--- config.mk ---
export PLATFORM = sky130hd
export DESIGN_NAME = gate_signature_analyzer
export DESIGN_NICKNAME = d
export VERILOG_FILES = /design/src/rtl/gate_bist_pkg.sv /design/src/rtl/misr_reg.sv /design/src/rtl/gate_signature_analyzer.sv
export SDC_FILE = /design/constraint.sdc
export NUM_CORES = 1
export LEC_CHECK = 0
export CELL_PAD_IN_SITES_DETAIL_PLACEMENT = 0
export CELL_PAD_IN_SITES_GLOBAL_PLACEMENT = 1
export CORE_MARGIN = 1.5
export CORE_UTILIZATION = 35
export CTS_CLUSTER_SIZE = 30
export DETAILED_ROUTE_END_ITERATION = 6
export PLACE_DENSITY_LB_ADDON = 0.15
export SLEW_MARGIN = 25
export SYNTH_ARGS = -nofsm -noshare
export SYNTH_HDL_FRONTEND = slang
export SYNTH_HIERARCHICAL = 1
export SYNTH_SLANG_ARGS = --single-unit
--- constraint.sdc ---
create_clock -name clk -period 2.1 [get_ports clk]
set_input_delay 0.21 -clock clk [delete_from_list [all_inputs] [get_ports clk]]
set_output_delay 0.21 -clock clk [all_outputs]
set_load 0.02 [all_outputs]
--- src/rtl/gate_bist_pkg.sv ---
// Shared types and defaults for the gate signature analyzer.
// Sizes and the MISR feedback polynomial live here.
package gate_bist_pkg;

   localparam int WIDTH_DEF = 10;
   localparam int CNT_W_DEF = 16;

   // x^10 + x^7 + 1
   localparam logic [9:0] TAPS_DEF = 10'h240;

   typedef enum logic [1:0] {
      ST_IDLE = 2'd0,
      ST_RUN  = 2'd1,
      ST_DONE = 2'd2
   } state_e;

endpackage

--- src/rtl/misr_reg.sv ---
// Multiple-input signature register.
// Seed load takes priority over a compaction step.
module misr_reg #(
   parameter int                 WIDTH = 10,
   parameter logic [WIDTH-1:0]   TAPS  = 10'h240
) (
   input  logic             clk,
   input  logic             rst_n,
   input  logic             load_i,
   input  logic [WIDTH-1:0] seed_i,
   input  logic             en_i,
   input  logic [WIDTH-1:0] data_i,
   output logic [WIDTH-1:0] sig_o
);

   logic [WIDTH-1:0] sig_q;
   logic [WIDTH-1:0] sig_d;
   logic             fb;

   assign fb = ^(sig_q & TAPS);

   always_comb begin
      sig_d = sig_q;
      if (load_i) begin
         sig_d = seed_i;
      end else if (en_i) begin
         sig_d = {sig_q[WIDTH-2:0], fb} ^ data_i;
      end
   end

   always_ff @(posedge clk) begin
      if (!rst_n) begin
         sig_q <= '0;
      end else begin
         sig_q <= sig_d;
      end
   end

   assign sig_o = sig_q;

endmodule

--- src/rtl/gate_signature_analyzer.sv ---
// Compacts gate-model responses into a MISR signature over a
// programmed pattern count and flags a match with the golden value.
module gate_signature_analyzer
   import gate_bist_pkg::*;
#(
   parameter int               WIDTH = WIDTH_DEF,
   parameter int               CNT_W = CNT_W_DEF,
   parameter logic [WIDTH-1:0] TAPS  = TAPS_DEF
) (
   input  logic             clk,
   input  logic             rst_n,
   input  logic             start,
   input  logic [CNT_W-1:0] n_patterns,
   input  logic [WIDTH-1:0] seed,
   input  logic [WIDTH-1:0] expected,
   input  logic             resp_valid,
   input  logic [WIDTH-1:0] resp_data,
   output logic             resp_ready,
   output logic             busy,
   output logic             done,
   output logic             pass,
   output logic [WIDTH-1:0] signature
);

   state_e           state_q, state_d;
   logic [CNT_W-1:0] cnt_q, cnt_d;
   logic [WIDTH-1:0] exp_q, exp_d;
   logic             load;
   logic             xfer;

   assign load = start && (state_q != ST_RUN);
   assign xfer = resp_valid && (state_q == ST_RUN);

   always_comb begin
      state_d = state_q;
      cnt_d   = cnt_q;
      exp_d   = exp_q;
      unique case (state_q)
         ST_IDLE, ST_DONE: begin
            if (start) begin
               exp_d   = expected;
               cnt_d   = n_patterns;
               state_d = (n_patterns != '0) ? ST_RUN : ST_DONE;
            end
         end
         ST_RUN: begin
            if (xfer) begin
               cnt_d = cnt_q - CNT_W'(1);
               // last pattern: counter exits before it can wrap
               if (cnt_q == CNT_W'(1)) begin
                  state_d = ST_DONE;
               end
            end
         end
         default: state_d = ST_IDLE;
      endcase
   end

   always_ff @(posedge clk) begin
      if (!rst_n) begin
         state_q <= ST_IDLE;
         cnt_q   <= '0;
         exp_q   <= '0;
      end else begin
         state_q <= state_d;
         cnt_q   <= cnt_d;
         exp_q   <= exp_d;
      end
   end

   misr_reg #(
      .WIDTH (WIDTH),
      .TAPS  (TAPS)
   ) u_misr (
      .clk    (clk),
      .rst_n  (rst_n),
      .load_i (load),
      .seed_i (seed),
      .en_i   (xfer),
      .data_i (resp_data),
      .sig_o  (signature)
   );

   assign resp_ready = (state_q == ST_RUN);
   assign busy       = (state_q == ST_RUN);
   assign done       = (state_q == ST_DONE);
   assign pass       = done && (signature == exp_q);

endmodule

-- After elaboration in Yosys (flattened, before gate mapping)
Cells that the tools add are included.
Widths: inputs -> output; s select.
- bitwise operators: 1
- $add $sub $neg: 1
- multiplexer cells: 10
- reductions and logical operators: 12
- equal/unequal tests: 8
- operators with widths (cell ; count):
    $mux 16 ; 2
    $pmux 16 s2 ; 1
    $mux 10 ; 2
    $eq 16x1->1 const B ; 1
    $reduce_bool 16->1 ; 1
    $sub 16x1->16 const B ; 1
    $eq 10x10->1 ; 1
    $reduce_xor 10->1 ; 1
    $xor 10x10->10 ; 1
    $mux 2 ; 4
    $ne 2x1->1 const B ; 3
    $reduce_and 3->1 ; 2
    $pmux 2 s2 ; 1
    $reduce_bool 2->1 ; 2
    $logic_and 1x1->1 ; 3
    $eq 2x1->1 const B ; 1
    $eq 2x2->1 const B ; 1
    $logic_not 2->1 ; 1
    $ne 2x2->1 const B ; 1
    $reduce_and 2->1 ; 1
    $reduce_or 2->1 ; 1
- bits in registers: 38
- word-level logic and storage cells: 36
- output and inout port bits: 14

-- Longest topological paths before layout
Gate-level depths: netlist (run 1).
- depth after elaboration: 4
- gate-level depth with buffers: 7
- mapped depth without buffers: 6

-- Hierarchy
The synthesis (run 1) kept the hierarchy.
- modules (own cells, without submodules) (module ; area each (um^2) ; cells each ; sequential area each (um^2) ; times used):
    gate_signature_analyzer ; 1751.7 ; 224 ; 560.5 ; 1
    misr_reg ; 533.0 ; 55 ; 200.2 ; 1

-- Worst setup path before layout (run 1)
No wires, ideal clock.
- path type: reg-to-output
- start point: register state_q[0]
- end point: output pass
- setup slack: 0.350 ns
- required time: 1.890 ns
- stages on the path, launching flop included: 5
- path buffers: 1
- data arrival time: 1.540 ns
- cell sequence: dfxtp_1 clkbuf_1 nor2b_1 nand4_1 nor3_1
- longest elaborated chain between the ends: 2
- RTL lines (what ; line ; source):
    start, declared ; gate_signature_analyzer.sv:25 ; state_e state_q, state_d;
    start signal, assigned ; gate_signature_analyzer.sv:65 ; state_q <= state_d;
    $eq 2x2->1 ; gate_signature_analyzer.sv:86 ; assign done = (state_q == ST_DONE);
    via done ; gate_signature_analyzer.sv:20 ; output logic done,
    $logic_and 1x1->1 ; gate_signature_analyzer.sv:87 ; assign pass = done && (signature == exp_q);
    end, declared ; gate_signature_analyzer.sv:21 ; output logic pass,
The timed path passes the listed nets, and every way through them passes these cells.

-- Final worst setup path (run 1)
- start point: register state_q[1]
- end point: output resp_ready
- longest elaborated chain between the ends: 1
- RTL lines (what ; line ; source):
    $eq 2x1->1 ; gate_signature_analyzer.sv:84 ; assign resp_ready = (state_q == ST_RUN);
    end, declared ; gate_signature_analyzer.sv:18 ; output logic resp_ready,
Every way passes these cells.

==> results of run 1 <==
[critical path, delay by kind of cell, from the launching register on]
kind / cells / cell delay [ns]
AND/OR/NAND/NOR: 1 / 0.16
flip-flops: 1 / 0.40
buffers and inverters: 2 / 0.86
[cells by family (layout without fill, tap and decap cells)]
group	after synthesis	count (layout)	share of synthesized area (%)
simple gates	106	106	24.1
compound gates	72	72	20.5
flops	38	38	33.3
buf+inv	25	97	5.70
xor+xnor	20	20	8.32
mux	16	16	7.01
fa+ha+maj	2	2	1.10
[where the power goes]
group | total, mW | switching (mW) | internal (mW) | leakage, nW
registers | 0.890 | 0.0960 | 0.794 | 0.313
clock network | 0.651 | 0.271 | 0.380 | 0.0573
logic | 0.757 | 0.383 | 0.374 | 0.823
[stage by stage]
step	area (um2)	utilization, %	worst slack, ns	power [mW]	hold WS, ns
final	3180	50.3	0.170	2.30	0.470
after global routing	3180	50.3	0.0955	2.42	0.486
after CTS	3170	50.3	0.0599	2.30	0.464
after detailed placement	3060	48.4	0.216	1.65	0.464
after global placement	3060	48.4	0.274	1.66	0.457
after floorplan	2280	-	0.350	1.34	0.346
[timing repair]
item | in CTS | in global routing
gates resized for setup | 1 | 1
setup endpoints to repair | 1 | 1
pin swaps | 0 | 0
gates cloned | 0 | 0
[registers in the layout, indices dropped and copies added (netlist names)]
signal / count
u_misr/sig_o: 10
cnt_q: 16
state_q: 2
exp_q: 10
[layout by cell type, fill, tap and decap left out, types with 2 or more instances in the layout]
| cell type | n |
|---|---|
| o21ai_0 | 14 |
| nand3_1 | 13 |
| o211ai_1 | 3 |
| xnor2_1 | 10 |
| buf_4 | 20 |
| nor2b_1 | 2 |
| nor2_1 | 10 |
| nand2b_1 | 2 |
| nand3b_1 | 5 |
| o311ai_0 | 2 |
| clkdlybuf4s50_1 | 62 |
| nor3_1 | 6 |
| a31o_2 | 3 |
| o31ai_1 | 3 |
| clkbuf_8 | 6 |
| nor4_1 | 4 |
| or4_1 | 2 |
| dfxtp_1 | 38 |
| inv_1 | 6 |
| a211oi_1 | 2 |
| nand4_1 | 9 |
| mux2i_1 | 16 |
| o22ai_1 | 7 |
| a21oi_1 | 20 |
| ha_1 | 2 |
| nand2_1 | 43 |
| xor2_1 | 9 |
| a31oi_1 | 5 |
[routing by layer]
layer / vias up / routed length, um
li1: 1166 / -
met1: 1077 / 3250
met2: 79 / 3300
met5: - / 0
met3: 10 / 420
met4: 0 / 90
[worst max-delay path by stage]
stage,from,endpoint,slack (ns),cells after the start
after floorplan,state_q[0],pass,0.35,4
after global placement,cnt_q[6],cnt_q[13],0.27,4
after detailed placement,resp_valid,cnt_q[0],0.22,5
after CTS,state_q[1],pass,0.06,4
after global routing,state_q[1],resp_ready,0.1,3
final,state_q[1],resp_ready,0.17,3
[layout make-up]
| class | instances | area [um2] | area share (%) |
|---|---|---|---|
| clock inverters | 1 | 30.0 | 0.946 |
| flip-flops and latches | 38 | 761 | 24.0 |
| inverters | 7 | 26.3 | 0.827 |
| clock buffers | 6 | 82.6 | 2.60 |
| repair buffers | 83 | 783 | 24.7 |
| multi-input cells | 216 | 1400 | 44.0 |
| well taps | 77 | 96.3 | 3.03 |
==> summary.txt, run 1 <==
Setup path
  • R2R Setup Slk: 0.29 ns
  • Critical path endpoint category: output port
  • Worst Path Max Fanout: 6
  • Worst setup path category: flip-flop to output port
  • CP max stage cell: clkdlybuf4s50_1
  • R2R depth: 4
  • Req. time, crit path: 1.89 ns
  • CP max stage delay: 0.62 ns
  • Worst path arrival time: 1.72 ns
  • Critical path launch point type: flip-flop
  • Worst r2r dst: cnt_q[13]
  • Worst-path cell chain: nand2b_1 -> clkinv_1 -> clkdlybuf4s50_1
  • RR Startpoint: cnt_q[6]

CTS
  • Clk buf depth: 2
  • Clock-pin transition on the worst setup and hold timing paths: 0.08 ns
  • Worst-Skew Late Latency: 0.29 ns
  • Count of hold-fix buffers inserted at cts: 0
  • CTS tree: yes
  • TritonCTS Sinks: 38
  • Num CTS Buffers: 5
  • Postcts setup bufs: 0
  • H-tree Lvls: 2
  • CTS root buffer: clkbuf_8

Global routing
  • Initial antenna violation count: 0
  • First-pass GRT wire length: 11.6 mm
  • GR peak layer: met2
  • Vias in the first global route: 2287
  • GRT met1 Usage: 26.7%
  • Grt ovf: 0
  • Largest net degree at the start of global routing: 14
  • GRT Resource Usage Total: 20.6%
  • Met2 Resource Use GR: 34.5%
  • Met3 Use GR: 5.14%

Synth
  • Syn Std Cell Area: 2280 um2
  • Cell taking the most area after synthesis: dfxtp_1
  • Most used DFF post-synth: dfxtp_1
  • Post-synthesis async set-or-reset flop share: 0%
  • Top-count cell post-synth: nand2_1
  • Synth cell count leaders: 43 x nand2_1, 38 x dfxtp_1, 20 x a21oi_1
  • Synth Instances: 279
  • Mean Syn Cell Area: 8.19 um2
  • Post-synth top area share: 33.3%
  • Synth warn: 6
  • Leading post-synthesis cells by cell area: dfxtp_1 33%, nand2_1 7.1%, mux2i_1 7.0%
  • Synthesis-stage register bit count: 38
  • Number of synthesized flops with an enable pin: 0
  • Net count after synthesis: 331
  • Sequential area share after synthesis: 33.3%
  • Yosys cell types: 55

Timing
  • Relative slew slack: 66.7%
  • Final Max Tran Viols: 0
  • Setup TNS: 0 ns
  • Setup Viol. Count Final: 0
  • Unrepaired setup endpoints after global routing: false
  • Period minus WS final: 1.93 ns
  • Clock skew: 0.00610 ns
  • Crit share post-route: 91.9%
  • Hold Vio Cnt, Final: 0
  • FMAX: 518 MHz
  • Worst-margin pin slew: 0.494 ns

Floorplan
  • Die ar.: 7020 um2
  • Core Rows: 29
  • I/O pins: 64
  • Core area: 6310 um2
  • Die W: 83.8 um
  • DIE HEIGHT: 83.8 um
  • Starting Density: 36.2%

Cells and area
  • Fillers: 631
  • Share of layout cells above drive strength 1: 10.8%
  • Nets@finish: 403
  • Layout area overhead: 39.0%
  • Post-route insts no fill: 428
  • Ant diodes: 0

Routing
  • Total Wirelength: 7.07 mm
  • Initial DRC Count: 92
  • Drt drc: 0
  • DR vias: 2332
  • Per-cell routed wire length: 16.5 um
  • Vias/cell: 5.45
  • DRT Pass-1 Iters: 4
  • Routed Antenna Nets: 0

Worst hold path
  • Hold_sp: exp_q[3]
  • Hold depth: 2
  • Min-Delay Path Class: flip-flop to flip-flop
  • Hold EP: exp_q[3]

Placement
  • IO buf count: 63
  • Post-placement cell count: 421
  • HPWL after DPL: 5.33 mm
  • RD Place Congestion: 0.927

Job
  • Max_cap viols: 0

Power
  • Leakage: 1.19 nW
  • IR drop worst, VDD: 339 uV
  • Cell Pwr Density: 724 nW/um2

Run status
  • Status: finished, final reports clean
Power figures use the tool's default switching activity.
==> run 2: changes to the inputs <==
--- a/config.mk
+++ b/config.mk
@@ -8,12 +8,11 @@
 export CELL_PAD_IN_SITES_DETAIL_PLACEMENT = 0
 export CELL_PAD_IN_SITES_GLOBAL_PLACEMENT = 1
 export CORE_MARGIN = 1.5
-export CORE_UTILIZATION = 35
+export CORE_UTILIZATION = 34
 export CTS_CLUSTER_SIZE = 30
 export DETAILED_ROUTE_END_ITERATION = 6
-export PLACE_DENSITY_LB_ADDON = 0.15
+export PLACE_DENSITY_LB_ADDON = 0.12
 export SLEW_MARGIN = 25
 export SYNTH_ARGS = -nofsm -noshare
 export SYNTH_HDL_FRONTEND = slang
-export SYNTH_HIERARCHICAL = 1
 export SYNTH_SLANG_ARGS = --single-unit
==> run 2 against run 1 <==
Against the previous run: worst setup slack better by 0.012 ns; via count is 1.2% lower; die area is 0.98% lower; combinational power is 3.0% higher.
==> summary.txt, run 2 <==
Timing
  • Unrepaired setup endpoints after global routing: false
  • Worst-margin pin slew: 0.620 ns (+0.126 ns)
  • Clock skew: 0.00687 ns (+0.000777 ns)
  • Final Max Tran Viols: 0 (unchanged)
  • Hold Vio Cnt, Final: 0 (unchanged)
  • Setup Viol. Count Final: 0 (unchanged)
  • Worst hold slack: 0.458 ns (-0.0112 ns)
  • Setup TNS: 0 ns (unchanged)
  • Relative slew slack: 58.5% (-8.3 points)
  • Period minus WS final: 1.92 ns (-0.0118 ns)
  • Crit share post-route: 91.3% (-0.56 points)
  • FMAX: 521 MHz (+0.61%)

Power
  • Leakage: 1.11 nW (-7.3%)
  • Clk pwr share: 24.4% (-3.9 points)
  • Sw Pwr: 771 uW (+2.9%)
  • IR drop worst, VDD: 358 uV (+5.8%)
  • Int Power: 1.44 mW (-6.9%)
  • Gate power share: 35.3% (+2.4 points)
  • Cell Pwr Density: 718 nW/um2 (-0.72%)
  • Switch share: 34.9% (+2.2 points)
  • Flop pwr share: 40.3% (+1.6 points)

Cells and area
  • Sequential cell area: 762 um2 (+0.16%)
  • Share of layout cells above drive strength 1: 10.3% (-0.51 points)
  • Highest-count cells in the layout ignoring fill and taps: 62 x clkdlybuf4s50_1, 42 x nand2_1, 37 x dfxtp_1
  • Nets@finish: 400 (-0.74%)
  • Post-route insts no fill: 426 (-0.47%)
  • Max reg flops: 16 (unchanged)
  • Most common cell after layout, fill and taps aside: clkdlybuf4s50_1
  • Area occupied by multi-input gates: 1330 um2 (-4.9%)
  • Ant diodes: 0 (unchanged)
  • Layout area overhead: 40.1%
  • Largest Register: cnt_q
  • Fillers: 680 (+7.8%)

Synth
  • Net count after synthesis: 330 (-0.30%)
  • Synth Instances: 278 (-0.36%)
  • Yosys cell types: 46 (-16%)
  • Post-synthesis async set-or-reset flop share: 0% (unchanged)
  • Synth cell count leaders: 42 x nand2_1, 38 x dfxtp_1, 26 x a21oi_1
  • Number of synthesized flops with an enable pin: 0 (unchanged)
  • Top-count cell post-synth: nand2_1
  • Leading post-synthesis cells by cell area: dfxtp_1 35%, nand2_1 7.2%, xnor2_1 6.4%
  • Synth warn: 0 (-6)
  • Synthesis-stage register bit count: 38 (unchanged)
  • Post-synth top area share: 34.6% (+1.3 points)
  • Cell taking the most area after synthesis: dfxtp_1
  • Syn Std Cell Area: 2200 um2 (-3.8%)
  • Sequential area share after synthesis: 34.6% (+1.3 points)
  • Most used DFF post-synth: dfxtp_1
  • Mean Syn Cell Area: 7.90 um2 (-3.5%)

Placement
  • IO buf count: 63 (unchanged)
  • RD Place Congestion: 0.822 (-11%)
  • Post-placement cell count: 418 (-0.71%)
  • HPWL after DPL: 5.08 mm (-4.7%)

Setup path
  • CP max stage cell: clkdlybuf4s50_1
  • Worst path arrival time: 1.71 ns (about the same)
  • CP top delay family: buffers and inverters
  • Critical path launch point type: flip-flop
  • Critical path endpoint category: output port
  • Beginning of the critical path: state_q[1]
  • RR Startpoint: cnt_q[0]
  • Req. time, crit path: 1.89 ns (about the same)
  • Crit path buf inv count: 2 (unchanged)
  • Worst-path cell chain: nand2b_1 -> inv_1 -> clkdlybuf4s50_1
  • Worst setup path category: flip-flop to output port
  • Worst Path Max Fanout: 8 (+2)
  • CP max stage delay: 0.66 ns (+0.04 ns)

Worst hold path
  • Min-Delay Path Class: input pin to flip-flop
  • Hold_sp: expected[1]

CTS
  • Num CTS Buffers: 5 (unchanged)
  • CTS root buffer: clkbuf_8
  • Postcts setup bufs: 0 (unchanged)
  • H-tree Lvls: 2 (unchanged)
  • Clock-pin transition on the worst setup and hold timing paths: 0.08 ns (about the same)
  • CTS tree: yes
  • TritonCTS Sinks: 38 (unchanged)
  • Clk buf depth: 2 (unchanged)
  • Worst-Skew Late Latency: 0.30 ns (about the same)

Routing
  • DRT Pass-1 Iters: 4 (unchanged)
  • DR vias: 2304 (-1.2%)
  • Total Wirelength: 6.91 mm (-2.2%)
  • Drt drc: 0 (unchanged)
  • Vias/cell: 5.41 (-0.74%)
  • Routed Antenna Nets: 0 (unchanged)
  • Per-cell routed wire length: 16.2 um (-1.8%)
  • Initial DRC Count: 166 (+80%)

Global routing
  • First-pass GRT wire length: 11.4 mm (-1.3%)
  • GRT Resource Usage Total: 20.5% (-0.075 points)
  • Grt ovf: 0 (unchanged)
  • Vias in the first global route: 2365 (+3.4%)
  • Initial antenna violation count: 0 (unchanged)
  • Largest net degree at the start of global routing: 18 (+4)

Run status
  • Status: finished, final reports clean

Floorplan
  • Core Rows: 29 (unchanged)
  • DIE HEIGHT: 83.4 um (-0.49%)
  • Core area: 6310 um2 (unchanged)
  • Starting Density: 34.8% (-1.4 points)
  • I/O pins: 64 (unchanged)
  • Die W: 83.4 um (-0.49%)
  • Die ar.: 6950 um2 (-0.98%)

Job
  • Max_cap viols: 0 (unchanged)
[run 2: path summary, 6_finish.rpt]
path | to | slack (ns) | depth (start not counted)
worst max-delay path | resp_ready | 0.18 | 3
worst min-delay path | exp_q[1] | 0.46 | 3
worst max register to register | cnt_q[9] | 0.19 | 4
worst min register to register | exp_q[3] | 0.47 | 2
[run 2: kinds of logic after synthesis]
kind of cell	Yosys count	synth area share, %
buffers and inverters	26	4.95
multiplexers	3	1.42
XOR/XNOR	23	9.17
flip-flops	38	34.6
AO/OA/AOI/OAI	73	21.6
adder cells (fa/ha/maj)	2	1.14
AND/OR/NAND/NOR	113	27.1
[run 2: routing by layer]
layer  global-route usage (%)  wire length (um)
met1                     24.8              3050
met2                     35.6              3300
met3                     4.97               464
met4                     7.12                89
met5                        0                 0
[run 2: per-stage QoR]
stage               power [mW]  worst slack, ns  utilization, %  instance area (um2)
floorplan                 1.36            0.424               -                 2200
global placement          1.68            0.240            47.3                 2980
detailed placement        1.68            0.213            47.3                 2980
CTS                       2.23           0.0944            48.8                 3080
global route              2.34           0.0484            48.8                 3080
finish                    2.21            0.182            48.8                 3080
[run 2: worst reg2reg max path, cell delays in order, from the launching register on]
cell and delay (ns):
dfxtp_1 0.36, or4_1 0.75, nor3_4 0.25, xnor2_1 0.09, a2111oi_2 0.36
[run 2: power by group through the flow]
| stage | clock network (mW) | registers (mW) | logic [mW] |
|---|---|---|---|
| 2_1_floorplan | 0 | 0.913 | 0.452 |
| 3_3_place_gp | 0 | 0.909 | 0.771 |
| 3_5_place_dp | 0 | 0.909 | 0.775 |
| 4_1_cts | 0.553 | 0.892 | 0.781 |
| 5_1_grt | 0.585 | 0.907 | 0.847 |
| 6_report | 0.540 | 0.892 | 0.780 |
[run 2: area by class of cell]
class                           count  area share, %
Multi-Input combinational cell    214           43.1
Clock buffer                        6           2.68
Timing Repair Buffer               82           25.1
Inverter                            7          0.853
Clock inverter                      2          0.406
Sequential cell                    38           24.7
Tap cell                           77           3.13
[run 2: what timing repair did]
action                     CTS  global route
gates resized for setup      1             1
setup endpoints to repair    1             1
hold buffers                 0             0
==> run 3: changes to the inputs <==
--- a/config.mk
+++ b/config.mk
@@ -12,6 +12,7 @@
 export CTS_CLUSTER_SIZE = 30
 export DETAILED_ROUTE_END_ITERATION = 6
 export PLACE_DENSITY_LB_ADDON = 0.12
+export REMOVE_ABC_BUFFERS = 1
 export SLEW_MARGIN = 25
 export SYNTH_ARGS = -nofsm -noshare
 export SYNTH_HDL_FRONTEND = slang
==> run 3 against run 2 <==
Against the previous run: clock skew rose by 0.0014 ns; core utilization is 0.77 points higher; clock-buffer cell count unchanged; worst hold slack got worse by 0.0032 ns; first-iteration DRC count fell by 45%; final area is 1.6% higher; combinational power rose by 0.9%; largest cell class unchanged; non-clock buffer count did not move; critical endpoint unchanged.
==> summary.txt, run 3 (synthesis results as in run 2) <==
Power
  • Leakage: 1.13 nW (+2.0%)
  • Flop pwr share: 36.2% (-4.1 points)
  • IR drop worst, VDD: 339 uV (-5.3%)
  • Clk pwr share: 31.8% (+7.4 points)
  • Sw Pwr: 776 uW (+0.63%)
  • Gate power share: 32.0% (-3.3 points)
  • Cell Pwr Density: 786 nW/um2 (+9.4%)
  • Switch share: 31.5% (-3.3 points)
  • Int Power: 1.68 mW (+17%)

Setup path
  • R2R Setup Slk: 0.19 ns (about the same)
  • R2R depth: 4 (unchanged)
  • Crit path buf inv count: 2 (unchanged)
  • Critical Path End: resp_ready
  • Worst-path cell chain: nand2b_1 -> inv_1 -> clkdlybuf4s50_1
  • RR Startpoint: cnt_q[0]
  • WP depth: 3 (unchanged)
  • Beginning of the critical path: state_q[0]
  • Critical path launch point type: flip-flop
  • CP max stage cell: clkdlybuf4s50_1
  • Worst setup path category: flip-flop to output port
  • Req. time, crit path: 1.89 ns (about the same)
  • Worst Path Max Fanout: 9 (+1)
  • CP max stage delay: 0.60 ns (-0.06 ns)
  • Worst r2r dst: cnt_q[9]
  • CP top delay family: buffers and inverters
  • Critical path endpoint category: output port
  • Worst path arrival time: 1.71 ns (about the same)

Timing
  • Setup TNS: 0 ns (unchanged)
  • Period minus WS final: 1.92 ns (-0.00197 ns)
  • Relative slew slack: 58.5% (about the same)
  • Setup Viol. Count Final: 0 (unchanged)
  • Worst-margin pin slew: 0.621 ns (+0.000391 ns)
  • Unrepaired setup endpoints after global routing: false
  • Final Max Tran Viols: 0 (unchanged)
  • FMAX: 522 MHz (+0.10%)
  • Hold Vio Cnt, Final: 0 (unchanged)
  • Clock skew: 0.00824 ns (+0.00136 ns)
  • Worst hold slack: 0.455 ns (-0.00321 ns)
  • Crit share post-route: 91.2% (-0.094 points)

Cells and area
  • Nets@finish: 400 (unchanged)
  • Ant diodes: 0 (unchanged)
  • Most common cell after layout, fill and taps aside: clkdlybuf4s50_1
  • Highest-count cells in the layout ignoring fill and taps: 62 x clkdlybuf4s50_1, 42 x nand2_1, 38 x dfxtp_1
  • Largest Register: cnt_q
  • Max reg flops: 16 (unchanged)
  • Fillers: 646 (-5.0%)
  • Layout area overhead: 42.4%
  • Share of layout cells above drive strength 1: 10.3% (unchanged)
  • Post-route insts no fill: 426 (unchanged)

Worst hold path
  • Min-Delay Path Class: input pin to flip-flop

CTS
  • TritonCTS Sinks: 38 (unchanged)
  • CTS root buffer: clkbuf_8
  • H-tree Lvls: 2 (unchanged)
  • CTS tree: yes
  • Clock-pin transition on the worst setup and hold timing paths: 0.08 ns (about the same)
  • Worst-Skew Late Latency: 0.29 ns (about the same)
  • Clk buf depth: 2 (unchanged)
  • Num CTS Buffers: 5 (unchanged)

Routing
  • Total Wirelength: 7.26 mm (+5.1%)
  • DRT Pass-1 Iters: 4 (unchanged)
  • DR vias: 2347 (+1.9%)
  • Vias/cell: 5.51 (+1.9%)
  • Per-cell routed wire length: 17.0 um (+5.1%)
  • Routed Antenna Nets: 0 (unchanged)
  • Initial DRC Count: 91 (-45%)
  • Drt drc: 0 (unchanged)

Placement
  • RD Place Congestion: 0.937 (+14%)
  • IO buf count: 63 (unchanged)
  • HPWL after DPL: 5.39 mm (+6.0%)
  • Post-placement cell count: 418 (unchanged)

Job
  • Max_cap viols: 0 (unchanged)

Global routing
  • Vias in the first global route: 2250 (-4.9%)
  • Initial antenna violation count: 0 (unchanged)
  • First-pass GRT wire length: 11.7 mm (+2.1%)
  • Largest net degree at the start of global routing: 22 (+4)
  • Grt ovf: 0 (unchanged)
  • GRT Resource Usage Total: 21.1% (+0.58 points)

Floorplan
  • Die W: 83.4 um (unchanged)
  • Die ar.: 6950 um2 (unchanged)
  • I/O pins: 64 (unchanged)
  • Core Rows: 29 (unchanged)
  • Starting Density: 34.8% (unchanged)
  • DIE HEIGHT: 83.4 um (unchanged)
  • Core area: 6310 um2 (unchanged)

Run status
  • Status: finished, final reports clean
[run 3: power by group through the flow]
stage | sequential, mW | clock (mW) | combinational (mW)
2_1_floorplan | 0.913 | 0 | 0.420
3_3_place_gp | 0.905 | 0 | 0.786
3_5_place_dp | 0.906 | 0 | 0.785
4_1_cts | 0.890 | 0.804 | 0.790
5_1_grt | 0.902 | 0.833 | 0.858
6_report | 0.890 | 0.782 | 0.787
[run 3: timing repair]
action,4_1_cts,5_1_grt
endpoints found under the setup margin,1,0
resized for setup,2,0
endpoints found under the hold margin,0,0
hold buffers,0,0
setup buffers,0,0
[run 3: how the worst min path moves through the flow]
stage / from / end / slack [ns] / depth (start not counted)
finish: expected[6] / exp_q[6] / 0.46 / 3
CTS: expected[6] / exp_q[6] / 0.45 / 3
detailed placement: exp_q[5] / exp_q[5] / 0.46 / 2
global route: expected[7] / exp_q[7] / 0.46 / 3
floorplan: rst_n / cnt_q[10] / 0.34 / 1
global placement: exp_q[3] / exp_q[3] / 0.46 / 2
[run 3: per-layer routing]
| layer | track usage, % | wire length (um) | up-vias |
|---|---|---|---|
| li1 | - | - | 1159 |
| met1 | 26.8 | 3170 | 1105 |
| met2 | 35.7 | 3510 | 73 |
| met3 | 4.57 | 464 | 10 |
| met4 | 6.52 | 118 | 0 |
| met5 | 0 | 0 | - |
[run 3: cell type report]
type	count	area, um2	share of cell area (%)
clock buffers	6	82.6	2.64
inverters	7	26.3	0.840
multi-input cells	214	1330	42.5
flip-flops and latches	38	761	24.3
clock inverters	2	60.1	1.92
well taps	77	96.3	3.08
repair buffers	82	772	24.7
[run 3: worst reg2reg max path, stage by stage, from the launching register on]
cell and delay [ns]:
dfxtp_1 0.35, or4_1 0.75, nor3_4 0.24, xnor2_1 0.10, a2111oi_2 0.37
[run 3: metrics by stage]
step	power, mW	area (um2)	worst slack (ns)	utilization [%]
final	2.46	3130	0.184	49.5
after floorplan	1.33	2110	0.129	-
after global routing	2.59	3130	0.0530	49.5
after global placement	1.69	2980	0.235	47.3
after detailed placement	1.69	2980	0.196	47.3
after CTS	2.48	3130	0.167	49.5
